**src/rtl/vga_fb_arbiter_if.sv**
```systemverilog
// Bundle of every non-clock signal around vga_fb_arbiter: VGA timing pulses,
// the drawing write channel, the framebuffer RAM port and the line-buffer write port.
// master = the arbiter; slave = the surrounding system (timing gen, writer, RAM, line buffer).
interface vga_fb_arbiter_if #(
  parameter int ADDR_W = 15,
  parameter int DATA_W = 16,
  parameter int LB_AW  = 6
);
  // timing generator
  logic              frame_start;  // pulse at start of vertical blank
  logic              line_start;   // pulse in horizontal blank: fetch next line
  // drawing writer
  logic              wr_req;       // held with addr/data until wr_ack
  logic [ADDR_W-1:0] wr_addr;
  logic [DATA_W-1:0] wr_data;
  logic              wr_ack;       // grant; write happens this cycle
  // framebuffer RAM (single port, 1-cycle read latency)
  logic [ADDR_W-1:0] mem_addr;
  logic              mem_we;
  logic [DATA_W-1:0] mem_wdata;
  logic [DATA_W-1:0] mem_rdata;
  // line buffer write port
  logic              lb_we;
  logic [LB_AW-1:0]  lb_addr;
  logic [DATA_W-1:0] lb_wdata;
  // status
  logic              busy;         // line fetch owns the RAM port
  logic              underrun;     // sticky until reset

  modport master (
    input  frame_start, line_start, wr_req, wr_addr, wr_data, mem_rdata,
    output wr_ack, mem_addr, mem_we, mem_wdata, lb_we, lb_addr, lb_wdata,
           busy, underrun
  );

  modport slave (
    output frame_start, line_start, wr_req, wr_addr, wr_data, mem_rdata,
    input  wr_ack, mem_addr, mem_we, mem_wdata, lb_we, lb_addr, lb_wdata,
           busy, underrun
  );
endinterface

```
**src/rtl/vga_fb_arbiter.sv**
```systemverilog
// Purpose: share one single-port framebuffer RAM between scanline prefetch and drawing writes.
// Latency: first read the cycle after line_start; line complete WORDS+1 cycles after line_start.
// Backpressure: wr_req waits (no wr_ack) while a fetch owns the port or line_start is high.
//
// Ports: CLOCK_50 / RESET_N (async, active low) plus bus (vga_fb_arbiter_if.master):
//   frame_start, line_start in; wr_req/wr_addr/wr_data in, wr_ack out;
//   mem_addr/mem_we/mem_wdata out, mem_rdata in; lb_we/lb_addr/lb_wdata out; busy, underrun out.
module vga_fb_arbiter #(
  parameter int ADDR_W = 15,
  parameter int DATA_W = 16,
  parameter int WORDS  = 50,
  parameter int LINES  = 600,
  parameter int LB_AW  = 6
) (
  input  logic              CLOCK_50,
  input  logic              RESET_N,
  vga_fb_arbiter_if.master  bus
);

  localparam int LI_W = $clog2(LINES + 1);

  typedef enum logic [1:0] {IDLE, FETCH, DRAIN} state_t;

  state_t            state;
  logic [ADDR_W-1:0] base;
  logic [ADDR_W-1:0] next_base;
  logic [LB_AW-1:0]  word_cnt;
  logic [LI_W-1:0]   line_idx;
  logic              underrun_q;
  logic              lb_we_q;
  logic [LB_AW-1:0]  lb_addr_q;

  logic [LI_W-1:0]   eff_idx;
  logic [ADDR_W-1:0] eff_base;
  logic              start_fetch;
  logic              grant;
  logic [DATA_W-1:0] rd_word;

  // A frame_start coincident with line_start rewinds first, so that fetch uses base 0.
  assign eff_idx     = bus.frame_start ? '0 : line_idx;
  assign eff_base    = bus.frame_start ? '0 : next_base;
  assign start_fetch = bus.line_start && (eff_idx < LI_W'(LINES));

  // Fetch owns the port in FETCH and in the line_start cycle itself. Gating with
  // RESET_N keeps every output at 0 while reset is held, even with wr_req high.
  assign grant = RESET_N && (state != FETCH) && !bus.line_start && bus.wr_req;

  always_ff @(posedge CLOCK_50 or negedge RESET_N) begin
    if (!RESET_N) begin
      state      <= IDLE;
      base       <= '0;
      next_base  <= '0;
      word_cnt   <= '0;
      line_idx   <= '0;
      underrun_q <= 1'b0;
      lb_we_q    <= 1'b0;
      lb_addr_q  <= '0;
    end else begin
      // Line-buffer write trails each read by one cycle, tagged with the read index.
      lb_we_q   <= (state == FETCH);
      lb_addr_q <= word_cnt;

      if (bus.line_start && (state == FETCH))
        underrun_q <= 1'b1;

      if (start_fetch) begin
        // Also covers the underrun case: the running fetch is abandoned and
        // restarts at word 0 of the next line.
        base      <= eff_base;
        next_base <= eff_base + ADDR_W'(WORDS);
        line_idx  <= eff_idx + 1'b1;
        word_cnt  <= '0;
        state     <= FETCH;
      end else begin
        if (bus.frame_start) begin
          line_idx  <= '0;
          next_base <= '0;
        end
        case (state)
          FETCH: begin
            if (word_cnt == LB_AW'(WORDS - 1)) begin
              word_cnt <= '0;
              state    <= DRAIN;
            end else begin
              word_cnt <= word_cnt + 1'b1;
            end
          end
          default: state <= IDLE;  // DRAIN lasts one cycle; IDLE holds
        endcase
      end
    end
  end

  assign rd_word       = bus.mem_rdata;

  assign bus.busy      = (state == FETCH);
  assign bus.underrun  = underrun_q;
  assign bus.wr_ack    = grant;
  assign bus.mem_we    = grant;
  assign bus.mem_addr  = (state == FETCH) ? (base + ADDR_W'(word_cnt))
                                          : (grant ? bus.wr_addr : '0);
  assign bus.mem_wdata = grant ? bus.wr_data : '0;
  assign bus.lb_we     = lb_we_q;
  assign bus.lb_addr   = lb_addr_q;
  assign bus.lb_wdata  = lb_we_q ? rd_word : '0;

endmodule

```
**src/flat_wrapper.sv**
```systemverilog
// flat-port wrapper written by rule: the top's interface ports become plain ports
module vga_fb_arbiter_flat 
#(
  parameter int ADDR_W = 15,
  parameter int DATA_W = 16,
  parameter int WORDS  = 50,
  parameter int LINES  = 600,
  parameter int LB_AW  = 6
)
  (CLOCK_50, RESET_N, bus_frame_start, bus_line_start, bus_wr_req, bus_wr_addr, bus_wr_data, bus_mem_rdata, bus_wr_ack, bus_mem_addr, bus_mem_we, bus_mem_wdata, bus_lb_we, bus_lb_addr, bus_lb_wdata, bus_busy, bus_underrun);
  vga_fb_arbiter_if #(.ADDR_W(ADDR_W), .DATA_W(DATA_W), .LB_AW(LB_AW)) bus_i ();
  input  logic CLOCK_50;
  input  logic RESET_N;
  input wire logic [$bits(bus_i.frame_start)-1:0] bus_frame_start;
  input wire logic [$bits(bus_i.line_start)-1:0] bus_line_start;
  input wire logic [$bits(bus_i.wr_req)-1:0] bus_wr_req;
  input wire logic [$bits(bus_i.wr_addr)-1:0] bus_wr_addr;
  input wire logic [$bits(bus_i.wr_data)-1:0] bus_wr_data;
  input wire logic [$bits(bus_i.mem_rdata)-1:0] bus_mem_rdata;
  output wire logic [$bits(bus_i.wr_ack)-1:0] bus_wr_ack;
  output wire logic [$bits(bus_i.mem_addr)-1:0] bus_mem_addr;
  output wire logic [$bits(bus_i.mem_we)-1:0] bus_mem_we;
  output wire logic [$bits(bus_i.mem_wdata)-1:0] bus_mem_wdata;
  output wire logic [$bits(bus_i.lb_we)-1:0] bus_lb_we;
  output wire logic [$bits(bus_i.lb_addr)-1:0] bus_lb_addr;
  output wire logic [$bits(bus_i.lb_wdata)-1:0] bus_lb_wdata;
  output wire logic [$bits(bus_i.busy)-1:0] bus_busy;
  output wire logic [$bits(bus_i.underrun)-1:0] bus_underrun;
  assign bus_i.frame_start = bus_frame_start;
  assign bus_i.line_start = bus_line_start;
  assign bus_i.wr_req = bus_wr_req;
  assign bus_i.wr_addr = bus_wr_addr;
  assign bus_i.wr_data = bus_wr_data;
  assign bus_i.mem_rdata = bus_mem_rdata;
  assign bus_wr_ack = bus_i.wr_ack;
  assign bus_mem_addr = bus_i.mem_addr;
  assign bus_mem_we = bus_i.mem_we;
  assign bus_mem_wdata = bus_i.mem_wdata;
  assign bus_lb_we = bus_i.lb_we;
  assign bus_lb_addr = bus_i.lb_addr;
  assign bus_lb_wdata = bus_i.lb_wdata;
  assign bus_busy = bus_i.busy;
  assign bus_underrun = bus_i.underrun;
  vga_fb_arbiter #(.ADDR_W(ADDR_W), .DATA_W(DATA_W), .WORDS(WORDS), .LINES(LINES), .LB_AW(LB_AW)) u_core (.CLOCK_50(CLOCK_50), .RESET_N(RESET_N), .bus(bus_i));
endmodule
```
**config.mk**
```make
export PLATFORM = sky130hd
export DESIGN_NAME = vga_fb_arbiter_flat
export DESIGN_NICKNAME = d
export VERILOG_FILES = /design/src/rtl/vga_fb_arbiter_if.sv /design/src/rtl/vga_fb_arbiter.sv /design/src/flat_wrapper.sv
export SDC_FILE = /design/constraint.sdc
export NUM_CORES = 1
export LEC_CHECK = 0
export BUFFER_PORTS_ARGS = -buffer_cell sky130_fd_sc_hd__buf_2
export CAP_MARGIN = 30
export CORE_AREA = 2 2 96 98
export DETAILED_ROUTE_END_ITERATION = 8
export DIE_AREA = 0 0 98 100
export PLACE_DENSITY_LB_ADDON = 0.12
export REMOVE_ABC_BUFFERS = 1
export SLEW_MARGIN = 15
export SYNTH_ARGS = -nofsm -noshare
export SYNTH_HDL_FRONTEND = slang
export SYNTH_SLANG_ARGS = --single-unit
```
**constraint.sdc**
```tcl
create_clock -name CLOCK_50 -period 3.2 [get_ports CLOCK_50]
set_input_delay 0.64 -clock CLOCK_50 [delete_from_list [all_inputs] [get_ports CLOCK_50]]
set_output_delay 0.64 -clock CLOCK_50 [all_outputs]
set_load 0.005 [all_outputs]
```
### After elaboration in Yosys (flattened, before gate mapping)

Index checks and enable logic that the tools add are counted.

| word-level totals | value |
|---|---|
| bits in writable memories | 0 |
| register bits | 56 |
| bits in read-only memories | 0 |
| output and inout port bits | 58 |
| memories kept | 0 |
| bits of input ports | 52 |
| bits in latches | 0 |
| logic and storage cells | 38 |

| cells by class | value |
|---|---|
| reductions and logical operators | 7 |
| mux-type cells | 14 |
| multiply operators | 0 |
| equality and inequality tests | 4 |
| $add $sub $neg | 4 |
| shifts and indexed selects | 0 |
| order comparisons | 1 |
| div/mod/pow operators | 0 |
| bitwise gates (word level) | 0 |

Operators with widths:

| kind | number |
|---|---|
| $mux 15 | 4 |
| $mux 16 | 2 |
| $mux 10 | 2 |
| $mux 6 | 3 |
| $add 15x6->15 | 1 |
| $add 15x6->15 const B | 1 |
| $add 10x1->10 const B | 1 |
| $lt 10x10->1 const B | 1 |
| $add 6x1->6 const B | 1 |
| $eq 6x6->1 const B | 1 |
| $mux 2 | 3 |
| $logic_and 1x1->1 | 5 |
| $ne 3x1->1 const B | 1 |
| $eq 2x1->1 const B | 1 |
| $ne 2x1->1 const B | 1 |
| $reduce_bool 2->1 | 1 |
| $logic_not 1->1 | 1 |

### Logic depth before layout (Yosys ltp)

| logic depth | value |
|---|---|
| depth in word-level cells | 6 |
| gate-level depth with buffers | 10 |
| depth with buffers taken out | 8 |

### Least setup slack after synthesis

Ideal clock, no wire load.

| timing path | value |
|---|---|
| path kind | flip-flop to output port |
| from | reg u_core.word_cnt[0] |
| to | out bus_mem_addr[14] |
| arrival time | 2.023 ns |
| stages on the path, launching flop included | 9 |
| slack | 0.537 ns |
| path buffers | 0 |
| data required time | 2.560 ns |
| cells stage by stage | dfrtp_1 ha_1 inv_1 fa_1 nor2b_1 o211ai_2 a311oi_4 mux2i_1 nand3_1 |

| between the ends | value |
|---|---|
| cells in the longest elaborated chain, start to end | 2 |

RTL lines:

| what | RTL line | source |
|---|---|---|
| start: declaration | vga_fb_arbiter.sv:27 | `logic [LB_AW-1:0] word_cnt;` |
| start signal: assignment | vga_fb_arbiter.sv:85 | `word_cnt <= word_cnt + 1'b1;` |
| $add 15x6->15 | vga_fb_arbiter.sv:100 | `assign bus.mem_addr = (state == FETCH) ? (base + ADDR_W'(word_cnt))` |
| $mux 15 | vga_fb_arbiter.sv:100 |  |
| end: declaration | flat_wrapper.sv:21 | `output wire logic [$bits(bus_i.mem_addr)-1:0] bus_mem_addr;` |

No other way between the ends.

### Worst setup path after layout

| timing path | value |
|---|---|
| from | reg u_core.word_cnt[2] |
| to | out bus_mem_addr[6] |

Same word-level chain as after synthesis.

==> results.py <==
metrics = {
    "timing": {
        "worst_pin_slew_ns": 0.732,
        "fin_crit_ns": 3.06,
        "max_freq_ghz": 0.327,
        "hold_viol": 0,
        "drv_slew": 0,
        "clock_skew_ns": 0.00730,
        "setup-violations-final": 0,
        "finalCritPeriodShare_pct": 95.5,
        "slew_headroom_pct": 51.2,
        "finalSetupTns_ns": 0,
        "hold_slack_ns": 0.461,
    },
    "finish": {
        "nNetsFinal": 536,
        "drive_gt1_share_pct": 31.2,
        "antenna_cells": 0,
        "fin_util_pct": 46.8,
        "area_growth_pct": 22.8,
        "fillCellCount": 894,
    },
    "placement": {
        "gp_congestion": 0.831,
        "portBuffers": 109,
        "place_hpwl_mm": 6.42,
    },
    "global_route": {
        "grt_pass1_vias": 2785,
        "grt.overflow.total": 0,
        "grt_first_pass_wirelength_mm": 13.9,
        "grt_start_max_net_pins": 57,
        "grt.total_usage_pct": 17.7,
        "antenna_found_initial": 0,
    },
    "detailed_routing": {
        "wirelength_mm": 8.45,
        "routed_via_density": 4.95,
        "drt_iter0_drc": 157,
        "drc": 0,
        "drt-pass1-iter-count": 4,
        "vias": 2893,
        "drtAntennaViolNets": 0,
        "routedWlPerCell_um": 14.4,
    },
    "setup_path": {
        "critPathKind": "reg2out",
        "worstPathArrival_ns": 2.42,
        "cp-start-kind": "flop",
        "required_ns": 2.56,
        "critPathMaxFanout": 8,
        "endpoint_kind": "output pin",
        "reg2reg_setup_slack_ns": 1.31,
    },
    "die": {
        "die_h_um": 100,
        "dieArea_um2": 9800,
        "coreArea_um2": 8890,
        "start_util_pct": 38.1,
        "num_io_pins": 110,
        "num_rows": 35,
        "die_w_um": 98,
    },
    "pwr": {
        "pwr-share-clk_pct": 29.4,
        "power.leakage_nw": 2.00,
        "power_switching_uw": 364,
        "power.internal_mw": 1.01,
        "powerDensity_nw_per_um2": 329,
        "p_comb_share_pct": 15.0,
        "pwr-share-seq_pct": 55.5,
        "peakVddDrop_mv": 0.161,
        "swShare_pct": 26.6,
    },
    "logic_synthesis": {
        "synth_cells": 367,
        "ys_types": 57,
        "syn_area_um2": 3390,
        "netlist_top_cells_area": "dfrtp_1 (41%), and2_1 (6.1%), nand2_1 (5.5%), xnor2_1 (4.9%), ha_1 (3.7%)",
        "synthFlopType": "dfrtp_1",
        "syn_area_per_cell_um2": 9.23,
        "yosysTopAreaCell": "dfrtp_1",
        "seq_area_frac_synth_pct": 41.4,
        "yosys_warnings": 0,
        "synth_edf_count": 0,
        "synth_top_area_share_pct": 41.4,
        "async_flop_share_pct": 100,
        "synth-seq-cells": 56,
    },
    "status": {
        "status": "completed",
    },
    "clock_tree": {
        "path_clk_slew_ns": 0.10,
        "root_buffer": "clkbuf_8",
        "clock_path_buffers": 2,
        "postCtsSetupRepairBufs": 0,
        "cts_tree": "built",
        "ctsHoldBuffers": 0,
        "numCtsBuffers": 5,
        "cts.sinks": 56,
        "clk_latency_ns": 0.31,
        "htreeDepth": 2,
    },
    "min_path": {
        "hp-class": "reg2reg",
    },
    "run": {
        "max_cap_viol_count": 0,
    },
}
-- placed cells by master (no fill, tap or decap), types with 5 or more instances in the layout --
cell,instances
buf_2,109
dfrtp_1,55
nand2_1,50
and2_1,33
xnor2_1,19
o21ai_0,18
nor2_1,18
nand3_1,15
a21oi_1,14
o21ai_1,12
inv_1,11
nor2b_1,9
ha_1,9
nand2b_1,8
xor2_1,7
buf_4,7
or3_1,6
nor3_1,6
clkbuf_8,6
nand3b_1,5
-- power groups by stage --
| stage | sequential, mW | clock (mW) | combinational, mW |
|---|---|---|---|
| floorplan | 0.770 | 0 | 0.100 |
| global placement | 0.774 | 0 | 0.208 |
| detailed placement | 0.775 | 0 | 0.208 |
| CTS | 0.762 | 0.425 | 0.209 |
| global route | 0.767 | 0.451 | 0.233 |
| finish | 0.761 | 0.404 | 0.206 |
-- synth_stat cells, drive strengths merged (2+ instances only) --
master / instances
a21o: 3
a21oi: 16
a31oi: 2
a32o: 2
and2: 33
and3: 2
buf: 8
clkbuf: 10
dfrtp: 56
ha: 10
inv: 11
mux2i: 2
nand2: 50
nand2b: 8
nand3: 15
nand3b: 6
nand4: 5
nor2: 18
nor2b: 10
nor3: 9
nor4: 3
nor4b: 2
o211ai: 4
o21ai: 31
or2: 3
or3: 6
xnor2: 19
xor2: 7
-- cell type report --
class | instances | area, um^2 | area share (%)
multi-input combinational | 281 | 1870 | 44.9
sequential | 56 | 1400 | 33.7
timing repair buffer | 117 | 613 | 14.7
tap | 111 | 139 | 3.34
clock buffer | 7 | 86.3 | 2.08
inverter | 12 | 45.0 | 1.08
clock inverter | 1 | 7.51 | 0.180
-- routing by layer --
| layer | share of wire [%] | vias up | GRT usage, % | wire (um) |
|---|---|---|---|---|
| li1 | - | 1468 | - | - |
| met1 | 43 | 1322 | 22.5 | 3670 |
| met2 | 49 | 95 | 31.1 | 4180 |
| met3 | 5.8 | 8 | 3.41 | 487 |
| met4 | 1.3 | 0 | 4.81 | 108 |
| met5 | 0 | - | 0 | 0 |
-- logic make-up after synthesis --
family	count (synthesis)	synth area share (%)
buffers and inverters	30	4.03
muxes	2	0.591
xor gates and xnor gates	26	6.72
and+or+nand+nor	174	29.1
DFF	56	41.4
AOI/OAI and AO/OA	68	13.9
adders and majority gates	11	4.29
-- metrics by stage --
step | cells | instance area, um^2 | setup slack (ns) | total power [mW]
3_5_place_dp | 576 | 4030 | 0.306 | 0.984
3_3_place_gp | 576 | 4030 | 0.386 | 0.982
4_1_cts | 584 | 4130 | 0.0100 | 1.40
5_1_grt | 585 | 4160 | -0.00349 | 1.45
2_1_floorplan | 349 | 3300 | 0.537 | 0.870
6_report | 585 | 4160 | 0.143 | 1.37
-- critical path: stages (launching register included) --
cell,delay [ns]
dfrtp_1,0.47
ha_1,0.38
nor2b_2,0.19
o211ai_4,0.24
a21boi_2,0.10
or3_1,0.31
a32o_1,0.27
buf_2,0.13
-- state kept, by name (all words and copies together), names as in the netlist --
register             cells
u_core.base             15
u_core.bus.lb_addr       6
u_core.bus.lb_we         1
u_core.bus.underrun      1
u_core.line_idx         10
u_core.next_base        15
u_core.state             2
u_core.word_cnt          6
-- final timing paths --
check	cells after the start	from	to
max	7	u_core.word_cnt[2]	bus_mem_addr[6]
min	1	u_core.bus.underrun	u_core.bus.underrun
max reg2reg	7	u_core.next_base[1]	u_core.next_base[7]
min reg2reg	1	u_core.bus.underrun	u_core.bus.underrun
max in group asynchronous	2	RESET_N	u_core.word_cnt[1]
min in group asynchronous	2	RESET_N	u_core.bus.lb_addr[0]
-- repair_timing --
| item | CTS | global route |
|---|---|---|
| pin swaps | 0 | 1 |
| endpoints found under the setup margin | 1 | 4 |
| resized for setup | 1 | 4 |
Note: power is estimated with default switching activity, not from simulation.
